## config.mk

```make
export PLATFORM = sky130hd
export DESIGN_NAME = pulse_acq_sequencer
export DESIGN_NICKNAME = d
export VERILOG_FILES = /design/src/rtl/acq_seq_pkg.sv /design/src/rtl/acq_bin_counter.sv /design/src/rtl/pulse_acq_sequencer.sv
export SDC_FILE = /design/constraint.sdc
export NUM_CORES = 1
export LEC_CHECK = 0
export ABC_AREA = 1
export CAP_MARGIN = 0
export CORE_MARGIN = 5
export CORE_UTILIZATION = 63
export CTS_CLUSTER_SIZE = 16
export DETAILED_ROUTE_END_ITERATION = 10
export PLACE_DENSITY_LB_ADDON = 0.12
export SETUP_SLACK_MARGIN = 0.2
export SLEW_MARGIN = 10
export SYNTH_ARGS = -nofsm -noshare
export SYNTH_HDL_FRONTEND = slang
export SYNTH_HIERARCHICAL = 1
export SYNTH_SLANG_ARGS = --single-unit
export TNS_END_PERCENT = 10
```

## constraint.sdc

```tcl
create_clock -name clk_i -period 10.2 [get_ports clk_i]
set_clock_uncertainty 0.1 [all_clocks]
set_input_delay 1.02 -clock clk_i [delete_from_list [all_inputs] [get_ports clk_i]]
set_output_delay 1.02 -clock clk_i [all_outputs]
set_load 0.05 [all_outputs]
```

## src/rtl/acq_seq_pkg.sv

```systemverilog
// Shared types and constants for the lidar pulse acquisition sequencer.
package acq_seq_pkg;

   localparam int unsigned CNT_W  = 16;
   localparam int unsigned PROD_W = 2 * CNT_W;

   typedef enum logic [1:0] {
      ST_IDLE    = 2'd0,
      ST_ARMED   = 2'd1,
      ST_CAPTURE = 2'd2,
      ST_DUMP    = 2'd3
   } acq_state_e;

   typedef struct packed {
      logic [CNT_W-1:0] n_total;
      logic [CNT_W-1:0] n_rb;
      logic [CNT_W-1:0] n_pts_rb;
      logic [CNT_W-1:0] n_acc;
   } acq_cfg_t;

   // Product kept at double width so large bin geometries cannot wrap into range.
   function automatic logic cfg_valid(input acq_cfg_t cfg);
      logic [PROD_W-1:0] prod;
      prod = PROD_W'(cfg.n_rb) * PROD_W'(cfg.n_pts_rb);
      return (cfg.n_rb != '0) && (cfg.n_pts_rb != '0) && (cfg.n_acc != '0) &&
             (prod <= PROD_W'(cfg.n_total));
   endfunction

endpackage

```

## src/rtl/acq_bin_counter.sv

```systemverilog
// Nested point-in-bin / bin counters; tags each capture cycle with its range-bin position.
module acq_bin_counter
   import acq_seq_pkg::*;
(
   input  logic             clk_i,
   input  logic             rst_i,
   input  logic             start_i,
   input  logic             enable_i,
   input  logic [CNT_W-1:0] n_rb_i,
   input  logic [CNT_W-1:0] n_pts_rb_i,
   output logic             rb_valid_o,
   output logic             rb_first_o,
   output logic             rb_last_o,
   output logic [CNT_W-1:0] rb_idx_o
);

   logic [CNT_W-1:0] r_pt;
   logic [CNT_W-1:0] r_bin;
   logic             r_valid;
   logic             r_first;
   logic             r_last;

   logic [CNT_W-1:0] w_pt_nxt;
   logic [CNT_W-1:0] w_bin_nxt;
   logic [CNT_W-1:0] w_pt_inc;
   logic             w_valid_nxt;
   logic             w_first_nxt;
   logic             w_last_nxt;
   logic             w_single;

   assign w_single = (n_pts_rb_i == CNT_W'(1));
   assign w_pt_inc = r_pt + CNT_W'(1);

   // Anything other than start or an in-window advance clears the tags.
   always_comb begin
      w_pt_nxt    = '0;
      w_bin_nxt   = '0;
      w_valid_nxt = 1'b0;
      w_first_nxt = 1'b0;
      w_last_nxt  = 1'b0;
      if (start_i) begin
         w_valid_nxt = 1'b1;
         w_first_nxt = 1'b1;
         w_last_nxt  = w_single;
      end else if (enable_i && r_valid) begin
         if (w_pt_inc == n_pts_rb_i) begin
            if (r_bin != n_rb_i - CNT_W'(1)) begin
               w_bin_nxt   = r_bin + CNT_W'(1);
               w_valid_nxt = 1'b1;
               w_first_nxt = 1'b1;
               w_last_nxt  = w_single;
            end
         end else begin
            w_pt_nxt    = w_pt_inc;
            w_bin_nxt   = r_bin;
            w_valid_nxt = 1'b1;
            w_last_nxt  = (w_pt_inc == n_pts_rb_i - CNT_W'(1));
         end
      end
   end

   always_ff @(posedge clk_i) begin
      if (rst_i) begin
         r_pt    <= '0;
         r_bin   <= '0;
         r_valid <= 1'b0;
         r_first <= 1'b0;
         r_last  <= 1'b0;
      end else begin
         r_pt    <= w_pt_nxt;
         r_bin   <= w_bin_nxt;
         r_valid <= w_valid_nxt;
         r_first <= w_first_nxt;
         r_last  <= w_last_nxt;
      end
   end

   assign rb_valid_o = r_valid;
   assign rb_first_o = r_first;
   assign rb_last_o  = r_last;
   assign rb_idx_o   = r_bin;

endmodule

```

## src/rtl/pulse_acq_sequencer.sv

```systemverilog
// Lidar acquisition sequencer: arm, per-trigger capture window, pulse accumulation, spectrum dump.
// Missed-trigger counter is built only when ACQ_MISSED_TRIG_CNT_EN is defined.
module pulse_acq_sequencer
   import acq_seq_pkg::*;
(
   input  logic             clk_i,
   input  logic             rst_i,
   input  logic             cmd_en_i,
   input  logic             trig_i,
   input  logic [CNT_W-1:0] n_total_i,
   input  logic [CNT_W-1:0] n_rb_i,
   input  logic [CNT_W-1:0] n_pts_rb_i,
   input  logic [CNT_W-1:0] n_acc_i,
   input  logic             dump_done_i,
   output logic             sample_valid_o,
   output logic             rb_valid_o,
   output logic             rb_first_o,
   output logic             rb_last_o,
   output logic [CNT_W-1:0] rb_idx_o,
   output logic [CNT_W-1:0] pulse_idx_o,
   output logic             acc_first_o,
   output logic             acc_last_o,
   output logic             dump_req_o,
   output logic             busy_o,
   output logic             cfg_err_o,
   output logic [CNT_W-1:0] missed_trig_o
);

   acq_state_e       r_state;
   acq_state_e       w_state_nxt;
   acq_cfg_t         r_cfg;
   acq_cfg_t         w_cfg_nxt;
   acq_cfg_t         w_cfg_in;
   logic [CNT_W-1:0] r_win_cnt;
   logic [CNT_W-1:0] w_win_cnt_nxt;
   logic [CNT_W-1:0] r_pulse_idx;
   logic [CNT_W-1:0] w_pulse_idx_nxt;
   logic             r_trig_d;
   logic             r_cfg_err;
   logic             w_cfg_err_nxt;
   logic             r_sample_valid;
   logic             r_acc_first;
   logic             r_acc_last;
   logic             r_dump_req;
   logic             r_busy;
   logic             w_sample_valid_nxt;
   logic             w_acc_first_nxt;
   logic             w_acc_last_nxt;
   logic             w_dump_req_nxt;
   logic             w_busy_nxt;
   logic             w_trig_rise;
   logic             w_bin_start;
   logic             w_bin_enable;

   assign w_cfg_in    = '{n_total: n_total_i, n_rb: n_rb_i, n_pts_rb: n_pts_rb_i, n_acc: n_acc_i};
   assign w_trig_rise = trig_i & ~r_trig_d;

   // Next state and next registered outputs; a low cmd_en_i overrides every state.
   always_comb begin
      w_state_nxt     = r_state;
      w_cfg_nxt       = r_cfg;
      w_win_cnt_nxt   = r_win_cnt;
      w_pulse_idx_nxt = r_pulse_idx;
      w_cfg_err_nxt   = r_cfg_err;
      if (!cmd_en_i) begin
         w_state_nxt     = ST_IDLE;
         w_win_cnt_nxt   = '0;
         w_pulse_idx_nxt = '0;
      end else begin
         case (r_state)
            ST_IDLE: begin
               if (cfg_valid(w_cfg_in)) begin
                  w_state_nxt   = ST_ARMED;
                  w_cfg_nxt     = w_cfg_in;
                  w_cfg_err_nxt = 1'b0;
               end else begin
                  w_cfg_err_nxt = 1'b1;
               end
            end
            ST_ARMED: begin
               if (w_trig_rise) begin
                  w_state_nxt   = ST_CAPTURE;
                  w_win_cnt_nxt = CNT_W'(1);
               end
            end
            ST_CAPTURE: begin
               if (r_win_cnt == r_cfg.n_total) begin
                  w_win_cnt_nxt = '0;
                  if (r_pulse_idx < r_cfg.n_acc - CNT_W'(1)) begin
                     w_pulse_idx_nxt = r_pulse_idx + CNT_W'(1);
                     w_state_nxt     = ST_ARMED;
                  end else begin
                     w_state_nxt = ST_DUMP;
                  end
               end else begin
                  w_win_cnt_nxt = r_win_cnt + CNT_W'(1);
               end
            end
            ST_DUMP: begin
               if (dump_done_i) begin
                  w_pulse_idx_nxt = '0;
                  w_state_nxt     = ST_ARMED;
               end
            end
            default: w_state_nxt = ST_IDLE;
         endcase
      end

      w_sample_valid_nxt = (w_state_nxt == ST_CAPTURE);
      w_acc_first_nxt    = w_sample_valid_nxt && (w_pulse_idx_nxt == '0);
      w_acc_last_nxt     = w_sample_valid_nxt && (w_pulse_idx_nxt == w_cfg_nxt.n_acc - CNT_W'(1));
      w_dump_req_nxt     = (w_state_nxt == ST_DUMP);
      w_busy_nxt         = (w_state_nxt != ST_IDLE);
   end

   always_ff @(posedge clk_i) begin
      if (rst_i) begin
         r_state        <= ST_IDLE;
         r_cfg          <= '0;
         r_win_cnt      <= '0;
         r_pulse_idx    <= '0;
         r_trig_d       <= 1'b0;
         r_cfg_err      <= 1'b0;
         r_sample_valid <= 1'b0;
         r_acc_first    <= 1'b0;
         r_acc_last     <= 1'b0;
         r_dump_req     <= 1'b0;
         r_busy         <= 1'b0;
      end else begin
         r_state        <= w_state_nxt;
         r_cfg          <= w_cfg_nxt;
         r_win_cnt      <= w_win_cnt_nxt;
         r_pulse_idx    <= w_pulse_idx_nxt;
         r_trig_d       <= trig_i;
         r_cfg_err      <= w_cfg_err_nxt;
         r_sample_valid <= w_sample_valid_nxt;
         r_acc_first    <= w_acc_first_nxt;
         r_acc_last     <= w_acc_last_nxt;
         r_dump_req     <= w_dump_req_nxt;
         r_busy         <= w_busy_nxt;
      end
   end

   assign w_bin_start  = (r_state == ST_ARMED)   && (w_state_nxt == ST_CAPTURE);
   assign w_bin_enable = (r_state == ST_CAPTURE) && (w_state_nxt == ST_CAPTURE);

   acq_bin_counter u_bin_counter (
      .clk_i      (clk_i),
      .rst_i      (rst_i),
      .start_i    (w_bin_start),
      .enable_i   (w_bin_enable),
      .n_rb_i     (r_cfg.n_rb),
      .n_pts_rb_i (r_cfg.n_pts_rb),
      .rb_valid_o (rb_valid_o),
      .rb_first_o (rb_first_o),
      .rb_last_o  (rb_last_o),
      .rb_idx_o   (rb_idx_o)
   );

`ifdef ACQ_MISSED_TRIG_CNT_EN
   logic [CNT_W-1:0] r_missed;
   logic             w_missed_inc;

   // Edges that land while a window or dump is in progress; saturates at all-ones.
   assign w_missed_inc = w_trig_rise && ((r_state == ST_CAPTURE) || (r_state == ST_DUMP));

   always_ff @(posedge clk_i) begin
      if (rst_i) begin
         r_missed <= '0;
      end else if (w_missed_inc && (r_missed != '1)) begin
         r_missed <= r_missed + CNT_W'(1);
      end
   end

   assign missed_trig_o = r_missed;
`else
   assign missed_trig_o = '0;
`endif

   assign sample_valid_o = r_sample_valid;
   assign pulse_idx_o    = r_pulse_idx;
   assign acc_first_o    = r_acc_first;
   assign acc_last_o     = r_acc_last;
   assign dump_req_o     = r_dump_req;
   assign busy_o         = r_busy;
   assign cfg_err_o      = r_cfg_err;

endmodule

```

; ---- Word-level counts from Yosys, hierarchy flattened
; Cells that the tools add are included.
[classes]
n_reduce_logical = 21
add_sub_neg = 8
n_mux = 31
n_bitwise = 4
magnitude_cmp = 2
n_mul = 1
n_eq_ne = 12
[ops]
columns = op, count
row1 = $mux 16, 10
row2 = $add 16x1->16 const B, 4
row3 = $eq 16x16->1, 4
row4 = $pmux 16 s2, 2
row5 = $sub 16x1->16 const B, 4
row6 = $reduce_bool 16->1, 3
row7 = $le 32x16->1, 1
row8 = $mul 16x16->32, 1
row9 = $eq 16x1->1 const B, 1
row10 = $logic_not 16->1, 1
row11 = $lt 16x16->1, 1
row12 = $ne 16x16->1, 1
row13 = $mux 1, 12
row14 = $mux 2, 6
row15 = $eq 2x2->1 const B, 4
row16 = $logic_and 1x1->1, 8
row17 = $pmux 2 s4, 1
row18 = $reduce_and 2->1, 2
row19 = $reduce_bool 2->1, 2
row20 = $reduce_or 4->1, 1
row21 = $not 1->1, 3
row22 = $reduce_and 3->1, 1
row23 = $reduce_or 3->1, 1
row24 = $eq 2x1->1 const B, 1
row25 = 4 further kinds, 4
[word_totals]
register_bits = 140
wordCells = 98

; ---- Logic depth before layout (Yosys ltp)
; Gate-level depths: netlist (run 1).
[logic_depth]
depth_word = 12
mapped_depth = 50
depth_no_buf = 47

; ---- Cells and area by module
; The synthesis (run 1) kept the hierarchy.
[modules_own_cells]
columns = mod, instances, seq_area_each_um2, cells_each, area_each_um2
row1 = pulse_acq_sequencer, 1, 2102.0, 2538, 16666.0
row2 = acq_bin_counter, 1, 700.7, 647, 3657.3

; ---- Least setup slack after synthesis (run 1)
; OpenSTA, ideal clock, no wires.
[synth_path]
path_kind = input-to-reg
startpoint = input n_rb_i[7]
endpoint = register r_acc_last (netlist: acc_last_o)
required_time_ns = 10.036
setup_time_ns = 0.064
slack_ns = 1.872
n_path_buf = 3
stages = 45
t_arrival_ns = 8.164
cell_sequence = clkbuf_1 > buf_1 > nand2_1 > fa_1 > inv_1 > fa_1 > inv_1 > fa_1 > inv_1 > fa_1 > fa_1 > inv_1 > fa_1 > inv_1 > ha_1 > nand2_1 > nor2_2 > and2_1 > [... 9 more ...] > nand2_1 > inv_1 > nand3_1 > nor2_1 > buf_4 > nand4_1 > nand2_1 > ha_1 > inv_1 > nor2_1 > nand2_1 > nor2_1 > nand3_1 > nand3b_1 > nand2_1 > nor2_1 > nand3_1 > nor2_1
[synth_between]
elab_chain_len = 10
word_cells_on_any_way = 16
[synth_rtl]
columns = item, line
row1 = "start, declared", pulse_acq_sequencer.sv:11  ; input logic [CNT_W-1:0] n_rb_i,
row2 = branches (longest 3 deep; another with $mul 16x16->32), --
row3 = $logic_and 1x1->1 (*), acq_seq_pkg.sv:25  ; return (cfg.n_rb != '0) && (cfg.n_pts_rb != '0) && (cfg.n_acc != '0) &&
row4 = $mux 16, pulse_acq_sequencer.sv:72  ; if (cfg_valid(w_cfg_in)) begin
row5 = $mux 16, pulse_acq_sequencer.sv:70  ; case (r_state)
row6 = $mux 16, pulse_acq_sequencer.sv:65  ; if (!cmd_en_i) begin
row7 = $sub 16x1->16, pulse_acq_sequencer.sv:111  ; w_acc_last_nxt = w_sample_valid_nxt && (w_pulse_idx_nxt == w_cfg_nxt.n_acc - CNT_W'(1));
row8 = $eq 16x16->1, pulse_acq_sequencer.sv:111
row9 = $logic_and 1x1->1 (*), pulse_acq_sequencer.sv:111
row10 = "end signal, assigned", pulse_acq_sequencer.sv:138  ; r_acc_last <= w_acc_last_nxt;
row11 = "end, declared", pulse_acq_sequencer.sv:43  ; logic r_acc_last;
; Mark *: on every way between the ends.
; A chain may end at the register's enable or synchronous reset.

; ---- Worst setup path in the final report (run 1)
[layout_path]
startpoint = input n_rb_i[8]
endpoint = register r_acc_last (netlist: acc_last_o)
; Same word-level chain as after synthesis.

==> results of run 1 <==
==> layout by cell type (no fill, tap or decap), types with 6 or more instances in the layout <==
cell	count
inv_2	10
inv_1	632
nor3_1	32
nor2_2	13
nor2_4	12
nor2_1	351
nand3_1	179
fa_1	194
conb_1	16
o21ai_0	76
ha_1	144
nand2_2	18
nand4_1	53
buf_4	40
xnor2_1	29
clkdlybuf4s50_1	109
nand3b_1	9
or2_2	6
a221oi_1	8
xor2_1	63
nand2_1	954
o211ai_1	11
a21oi_1	78
dfxtp_1	140
nor4_1	8
clkbuf_16	17
==> worst max-delay path by stage <==
stage	start	to	slack, ps	depth (start not counted)
CTS	n_rb_i[8]	acc_last_o	1010	45
floorplan	n_rb_i[7]	acc_last_o	1870	45
detailed placement	n_rb_i[6]	acc_last_o	600	46
finish	n_rb_i[8]	acc_last_o	860	45
global placement	n_rb_i[6]	acc_last_o	810	46
global route	n_pts_rb_i[5]	acc_last_o	270	46
==> state kept, by name, indices dropped and copies added, names as in the netlist <==
name	flops
sample_valid_o	1
u_bin_counter/rb_valid_o	1
u_bin_counter/r_pt	16
cfg_err_o	1
pulse_idx_o	16
u_bin_counter/rb_first_o	1
acc_first_o	1
busy_o	1
r_trig_d	1
u_bin_counter/rb_idx_o	16
r_state	2
r_win_cnt	16
r_cfg	64
acc_last_o	1
u_bin_counter/rb_last_o	1
dump_req_o	1
==> where the power goes <==
group | switching (mW) | internal (mW) | leakage [nW]
Combinational | 3.75 | 2.02 | 11.1
Sequential | 0.00111 | 0.548 | 1.13
Clock | 0.278 | 0.373 | 0.291
Total | 4.03 | 2.94 | 12.5
==> metal layers <==
metal	vias up	global-route usage, %
met3	170	7.43
met4	2	13.9
li1	9693	-
met5	-	0
met2	963	56.7
met1	9396	43.9
==> cell type report <==
cell class | count | area, um^2
flip-flops and latches | 140 | 2800
inverters | 647 | 2430
repair buffers | 149 | 1390
diodes | 3 | 7.51
clock buffers | 19 | 443
clock inverters | 13 | 154
well taps | 402 | 503
fillers | 2816 | 9390
multi-input cells | 2292 | 14600
==> worst max-delay path: cells and delay by family <==
kind	cells	cell delay [ps]
fa+ha+maj	9	3870
simple gates	26	3150
buf+inv	9	1390
xor+xnor	1	170
==> cell families (layout without fill, tap and decap cells) <==
kind of cell / count (synthesis) / in the layout / synth area share (%)
simple gates: 1658 / 1658 / 34.4
buf+inv: 768 / 828 / 14.7
fa+ha+maj: 338 / 338 / 28.0
compound gates: 188 / 188 / 5.16
flops: 140 / 140 / 13.8
xor+xnor: 92 / 92 / 3.96
other cells: 1 / 19 / 0.0185
==> per-stage QoR <==
| stage | setup slack [ps] | total power [mW] | instances | cell area, um^2 |
|---|---|---|---|---|
| 5_1_grt | 274 | 7.76 | 3665 | 22300 |
| 6_report | 864 | 6.97 | 3665 | 22300 |
| 2_1_floorplan | 1870 | 4.72 | 3200 | 20400 |
| 3_5_place_dp | 598 | 6.19 | 3630 | 21700 |
| 3_3_place_gp | 808 | 6.06 | 3630 | 21700 |
| 4_1_cts | 1010 | 6.88 | 3662 | 22300 |
==> run_results.csv, run 1 <==
group,metric,value,unit
drt,drc,0,
finish,syn_to_final_growth,9.87,%
logic_synthesis,syn_area,0.0203,mm^2
setup_path,worstSetupPathType,"in2reg",
min_path,hold_path_startpoint,"r_cfg[61]",
placed_design,place_congestion,1.03,
min_path,holdPathStages,2,
drt,drt_wl_total,61.6,mm
sta,worstMarginPinSlew,1090,ps
sta,rsz0062_at_grt,"false",
setup_path,cp_max_fo,13,
floorplan,io_pins,126,
clock_tree,clk_latency,440,ps
floorplan,num_rows,65,
drt,drt-initial-drc-count,1847,
clock_tree,clk_path_buf_depth,2,
logic_synthesis,yosys.cell_types.count,56,
logic_synthesis,ys_seq_area_share,13.8,%
min_path,hold_path_class,"reg2reg",
logic_synthesis,async_flop_share,0,%
pwr,ir_worst_vdd,0.617,mV
clock_tree,cts_tree,"built",
global_routing,grt_start_max_net_pins,50,
floorplan,initial_core_util,64.1,%
logic_synthesis,ys_top_cells_by_count,"954 x nand2_1, 632 x inv_1, 351 x nor2_1",
setup_path,r2r_cells,26,
drt,met3_length,6.00,mm
global_routing,grt_pass1_wl,99.8,mm
setup_path,worstSetupEndpointType,"flop",
pwr,powerDensity,312,mW/mm^2
sta,fin_tns_setup,0,ps
floorplan,die_x,190,um
global_routing,grt-ovfl-total,0,
logic_synthesis,ys_seq_elements,140,
finish,finalNetCount,3654,
setup_path,r2r_setup_slack,4120,ps
logic_synthesis,synth_top_cell_by_area,"fa_1",
clock_tree,hold_buffers,0,
logic_synthesis,yosysMostFrequentCell,"nand2_1",
outcome,status,"finished clean",
setup_path,critPathArrivalTime,9610,ps
clock_tree,cts-root-buf,"clkbuf_16",
sta,slew_violations,0,
drt,drt_first_pass_iters,6,
drt,met2WireLength,28.6,mm
floorplan,core,0.0317,mm^2
placed_design,portBuffers,109,
sta,slew_headroom,27.1,%
setup_path,reg2reg_to,"u_bin_counter/r_pt[2]",
setup_path,required,10470,ps
sta,setup_viol,0,
clock_tree,path_clk_slew,60,ps
logic_synthesis,yosysTopAreaCellShare,19.1,%
logic_synthesis,syn_area_per_cell,6.38,um^2
placed_design,hpwl,50.3,mm
setup_path,critPathLaunchType,"input pin",
pwr,leakagePower,12.5,nW
global_routing,antenna_found_initial,4,
sta,max_freq,107,MHz
setup_path,r2r_start,"r_cfg[2]",
global_routing,first_global_vias,19800,
finish,fin_util,70.4,%
run,cap_viol_max_count,0,
sta,post-route-period-util,91.5,%
floorplan,die_height,190,um
sta,hold_ws,382,ps
finish,drive_above_1_share,4.48,%
logic_synthesis,yosys-top-cells-area,"fa_1 19%, nand2_1 18%, dfxtp_1 14%, inv_1 12%, ha_1 8.9%",
clock_tree,post_cts_buffers,0,
setup_path,crit_path_max_incr_delay,830,ps
drt,wl_met1,24.5,mm
sta,min_period,9340,ps
global_routing,grt_usage,34.3,%
logic_synthesis,synthFlopType,"dfxtp_1",
setup_path,cpMostUsedCell,"nand2_1",
floorplan,die_area,0.0360,mm^2
drt,routedWlPerCell,16.8,um
sta,finalHoldViolCount,0,
drt,ant_nets,0,
drt,num_vias,20200,
clock_tree,post_cts_resized,0,
drt,top_layer_used,"met5",
logic_synthesis,synth-edff-count,0,
setup_path,cp_slowest_cell,"clkdlybuf4s50_1",
logic_synthesis,synthCells,3185,
min_path,min_to,"r_cfg[61]",
clock_tree,cts_max_level,4,
clock_tree,numCtsBuffers,17,
clock_tree,cts_sinks,140,
logic_synthesis,ys_warn_count,6,
drt,via_per_inst,5.52,
(Power assumes the default switching activity.)
==> run 2, diff against run 1 <==
clock period = 8.9 ns   (was 10.2 ns; I/O delays follow)
==> run 2 against run 1 <==
  * Count of clock-buffer cells in the layout is 1 lower
  * Wire length is 0.29% lower
  * Via count is 0.84% higher
  * Sequential share of layout area is 0.32 points lower
  * Cell count is 1.3% higher
  * Critical path depth is 7 lower
  * Cell area is 2.6% higher
  * Die area stayed put
  * Worst setup slack worse by 200 ps
  * Sequential power is 15% higher
==> run_results.csv, run 2 (synthesized netlist as in run 1, its figures left out) <==
group,metric,value,unit
global_routing,grt-ovfl-total,0,
setup_path,cpMostUsedCell,"nand2_1",
floorplan,initial_core_util,64.1,%
drt,drt_first_pass_iters,6,
finish,finalNetCount,3701,
global_routing,antenna_found_initial,3,
pwr,leakagePower,12.9,nW
drt,ant_nets,0,
floorplan,die_x,190,um
setup_path,worstSetupPathType,"in2reg",
drt,drt_wl_total,61.4,mm
drt,num_vias,20400,
sta,slew_violations,0,
placed_design,place_area,0.0221,mm^2
floorplan,core,0.0317,mm^2
outcome,status,"finished clean",
setup_path,critPathArrivalTime,8510,ps
setup_path,crit_path_max_incr_delay,660,ps
sta,worstMarginPinSlew,1160,ps
setup_path,r2r_setup_slack,2780,ps
sta,post-route-period-util,92.6,%
global_routing,grt_start_max_net_pins,51,
min_path,holdPathStages,2,
drt,routedWlPerCell,16.5,um
finish,largest_reg_flops,64,
finish,stdcell_area,0.0229,mm^2
finish,multi_input_area,0.0147,mm^2
clock_tree,clk_latency,430,ps
sta,fin_tns_setup,0,ps
floorplan,die_height,190,um
setup_path,cp_slowest_cell,"clkdlybuf4s50_1",
floorplan,io_pins,126,
global_routing,grt_pass1_wl,100,mm
clock_tree,cts-root-buf,"clkbuf_16",
setup_path,worst-path-buf-inv,6,
placed_design,portBuffers,109,
setup_path,cp-startpoint,"n_pts_rb_i[12]",
sta,max_freq,121,MHz
clock_tree,hold_buffers,0,
clock_tree,cts_tree,"built",
finish,layout_commonest_cell,"nand2_1",
pwr,powerDensity,359,mW/mm^2
placed_design,dp.cells,3672,
setup_path,cp_max_fo,14,
setup_path,r2r_start,"r_cfg[2]",
sta,finalHoldViolCount,0,
finish,fillers,2791,
global_routing,grt_usage,34.2,%
clock_tree,path_clk_slew,60,ps
floorplan,num_rows,65,
pwr,ir_worst_vdd,0.582,mV
pwr,power,8.23,mW
drt,via_per_inst,5.49,
setup_path,worstSetupEndpointType,"flop",
min_path,hold_path_class,"reg2reg",
setup_path,cp.depth,38,
sta,rsz0062_at_grt,"false",
clock_tree,cts_sinks,140,
setup_path,r2r_cells,26,
drt,drt-initial-drc-count,1860,
finish,largest-register,"r_cfg",
sta,setup_viol,0,
finish,syn_to_final_growth,12.7,%
setup_path,critPathLaunchType,"input pin",
sta,slew_headroom,22.2,%
finish,drive_above_1_share,6.56,%
finish,fin_util,72.2,%
finish,stdcell_count,3713,
clock_tree,cts_max_level,4,
global_routing,first_global_vias,20100,
setup_path,required,9170,ps
drt,drc,0,
placed_design,hpwl,50.3,mm
placed_design,place_congestion,1.00,
finish,layout_common_cells,"947 x nand2_1, 632 x inv_1, 342 x nor2_1",
run,cap_viol_max_count,0,
clock_tree,clk_path_buf_depth,2,
clock_tree,numCtsBuffers,17,
min_path,hold_path_startpoint,"r_cfg[59]",
setup_path,cp_top_family,"adder cells",
sta,min_period,8240,ps
finish,seq_area,0.00280,mm^2
floorplan,die_area,0.0360,mm^2
## run 2: changes by cell type in the layout (fill, tap and decap cells not counted), moves of 3 or more
| cell | delta |
|---|---|
| nand2_2 | +7 |
| nand2_1 | -7 |
| nor2_4 | +5 |
| ha_1 | -4 |
| nor2_2 | +4 |
| nor2_1 | -9 |
| dlymetal6s2s_1 | +16 |
| ha_4 | +3 |
| buf_12 | +4 |
| buf_6 | +3 |
| clkinvlp_4 | +3 |
| clkdlybuf4s50_1 | -16 |
| buf_4 | +39 |
## run 2: metal layers
metal	wire, um	GRT usage, %	up-vias
met5	0	0	-
met4	2460	13.0	0
met3	5660	6.68	166
met2	28900	58.0	921
met1	24400	43.4	9522
li1	-	-	9784
## run 2: worst reg2reg max path, stage by stage, from the launching register on
cell and delay [ps]:
dfxtp_1 340, inv_1 100, nand3_1 130, nor3_1 260
nand3_1 170, nor2_1 140, nand2_1 120, nor3_1 270
inv_1 80, nor3_1 230, nor3b_1 270, xnor2_1 120
ha_1 320, nand4_1 150, nor3_1 250, o21ai_0 130
nand3_1 310, nand2_1 130, nand3_1 110, nand2_1 110
or2_1 330, nor3_1 750, nor2_1 120, nand2_1 330
inv_1 200, nand2_2 360, nor2_1 100
## run 2: timing repair
| item | CTS | global route |
|---|---|---|
| endpoints found under the setup margin | 0 | 45 |
| buffers inserted | 0 | 4 |
| gates resized for setup | 0 | 51 |
## run 2: layout make-up
cell class	instances	area share [%]
Multi-Input combinational cell	2292	64.3
Antenna cell	4	0.0437
Inverter	647	10.6
Timing Repair Buffer	196	8.13
Clock inverter	14	0.590
Tap cell	402	2.20
Sequential cell	140	12.2
Clock buffer	18	1.87
## run 2: through the flow
stage	hold slack (ps)	setup slack, ps
2_1_floorplan	344	702
4_1_cts	373	307
6_report	374	661
5_1_grt	405	190
3_5_place_dp	363	-81.3
3_3_place_gp	356	-13.8
## run 2: path summary, 6_finish.rpt
| check | end |
|---|---|
| worst max-delay path | acc_last_o |
| worst min-delay path | r_cfg[59] |
| worst max register to register | u_bin_counter/r_pt[7] |
| worst min register to register | r_cfg[59] |
## run 2: power breakdown
group	internal (mW)	switching, mW
logic	2.58	4.33
registers	0.628	0.00118
clock network	0.389	0.304
total	3.60	4.63
==> run 3, diff against run 2 <==
CORE_UTILIZATION = 55   (was 63)
GPL_TIMING_DRIVEN = 1   (was unset)
SLEW_MARGIN = 5   (was 10)
==> run 3 against run 2 <==
  * Core utilization is 8.8 points lower
  * Clock power increased by 6.8%
  * Die area grew 14%
  * Sequential power barely moved
  * Wire length rose by 0.76%
  * Worst setup slack worse by 78 ps
  * Register-to-register slack improved by 190 ps
  * Cell area grew 1.1%
  * Worst hold slack better by 11 ps
  * Combinational power barely moved
  * Global-route usage is 4.2 points lower
  * Power up 0.37%
==> run_results.csv, run 3 (synthesized netlist as in run 1, its figures left out) <==
group,metric,value,unit
finish,finalNetCount,3716,
clock_tree,path_clk_slew,60,ps
placed_design,place_congestion,0.941,
drt,routedWlPerCell,16.3,um
finish,fin_util,63.4,%
clock_tree,cts-root-buf,"clkbuf_16",
finish,largest-register,"r_cfg",
sta,finalHoldViolCount,0,
global_routing,grt_pass1_wl,99.7,mm
clock_tree,hold_buffers,0,
clock_tree,cts_max_level,4,
sta,setup_slack,583,ps
setup_path,cp_slowest_cell,"fa_1",
drt,drt_first_pass_iters,6,
setup_path,critPathArrivalTime,8590,ps
sta,slew_headroom,31.4,%
finish,layout_commonest_cell,"nand2_1",
setup_path,cpMostUsedCell,"nand2_1",
drt,ant_nets,0,
setup_path,cp_max_fo,18,
pwr,ir_worst_vdd,0.355,mV
global_routing,antenna_found_initial,2,
placed_design,preCtsSetupSlack,-34.1,ps
sta,worstMarginPinSlew,1020,ps
sta,post-route-period-util,93.5,%
floorplan,io_pins,126,
floorplan,num_rows,70,
placed_design,hpwl,50.4,mm
finish,stdcell_area,0.0232,mm^2
floorplan,die_area,0.0409,mm^2
clock_tree,numCtsBuffers,17,
finish,drive_above_1_share,7.16,%
pwr,powerDensity,357,mW/mm^2
clock_tree,cts_tree,"built",
drt,via_per_inst,5.29,
sta,setup_viol,0,
outcome,status,"finished clean",
drt,num_vias,20100,
finish,largest_reg_flops,64,
sta,max_freq,120,MHz
clock_tree,clk_path_buf_depth,2,
global_routing,grt-ovfl-total,0,
min_path,hold_path_class,"reg2reg",
setup_path,r2r_setup_slack,2970,ps
floorplan,die_height,202,um
pwr,leakagePower,12.9,nW
sta,slew_violations,0,
global_routing,first_global_vias,19500,
setup_path,worstSetupEndpointType,"flop",
drt,drt_wl_total,61.9,mm
drt,drc,0,
sta,hold_ws,385,ps
global_routing,grt_start_max_net_pins,51,
sta,rsz0062_at_grt,"false",
finish,layout_common_cells,"945 x nand2_1, 632 x inv_1, 342 x nor2_1",
global_routing,grt_usage,30.0,%
run,cap_viol_max_count,0,
drt,drt-initial-drc-count,1423,
sta,min_period,8320,ps
setup_path,worstSetupPathType,"in2reg",
floorplan,core,0.0365,mm^2
placed_design,portBuffers,109,
setup_path,critPathLaunchType,"input pin",
placed_design,place_area,0.0222,mm^2
setup_path,required,9180,ps
pwr,power,8.26,mW
floorplan,die_x,202,um
setup_path,crit_path_max_incr_delay,560,ps
clock_tree,cts_sinks,140,
floorplan,initial_core_util,55.6,%
clock_tree,clk_latency,440,ps
finish,syn_to_final_growth,13.9,%
[run 3: final timing paths]
path,depth (start not counted),end,start
min reg2reg,2,r_cfg[59],r_cfg[59]
min,2,r_cfg[59],r_cfg[59]
max reg2reg,26,u_bin_counter/r_pt[13],r_cfg[2]
max,44,acc_last_o,n_rb_i[8]
[run 3: critical path: cells and delay by family]
family,cells,cell delay (ps)
AOI/OAI and AO/OA,2,230
xor gates and xnor gates,1,190
adders and majority gates,8,3680
and+or+nand+nor,22,2130
buffers and inverters,11,1430
[run 3: area by class of cell]
type	count	area, um^2
diodes	2	5.00
clock buffers	20	467
clock inverters	12	138
fillers	3448	13400
inverters	647	2440
multi-input cells	2292	14700
flip-flops and latches	140	2800
well taps	468	586
repair buffers	211	1990
[run 3: per-stage QoR]
step / cells / setup TNS [ps]
CTS: 3773 / 0
detailed placement: 3741 / -34.1
floorplan: 3200 / 0
global route: 3792 / 0
finish: 3792 / 0
global placement: 3741 / 0
[run 3: repair_timing]
action	CTS	global route
resized for setup	0	47
setup endpoints to repair	0	18
setup buffers	0	17
[run 3: routing by layer]
layer | wire [um] | GRT usage, % | vias up
met4 | 2210 | 9.72 | 0
met5 | 0 | 0 | -
met2 | 29600 | 51.3 | 708
met3 | 4400 | 5.57 | 117
met1 | 25700 | 38.4 | 9451
li1 | - | - | 9798
[run 3: report_power, final]
| group | switching (mW) | internal (mW) |
|---|---|---|
| Clock | 0.304 | 0.436 |
| Combinational | 4.34 | 2.55 |
| Sequential | 0.00152 | 0.628 |
| Total | 4.65 | 3.61 |
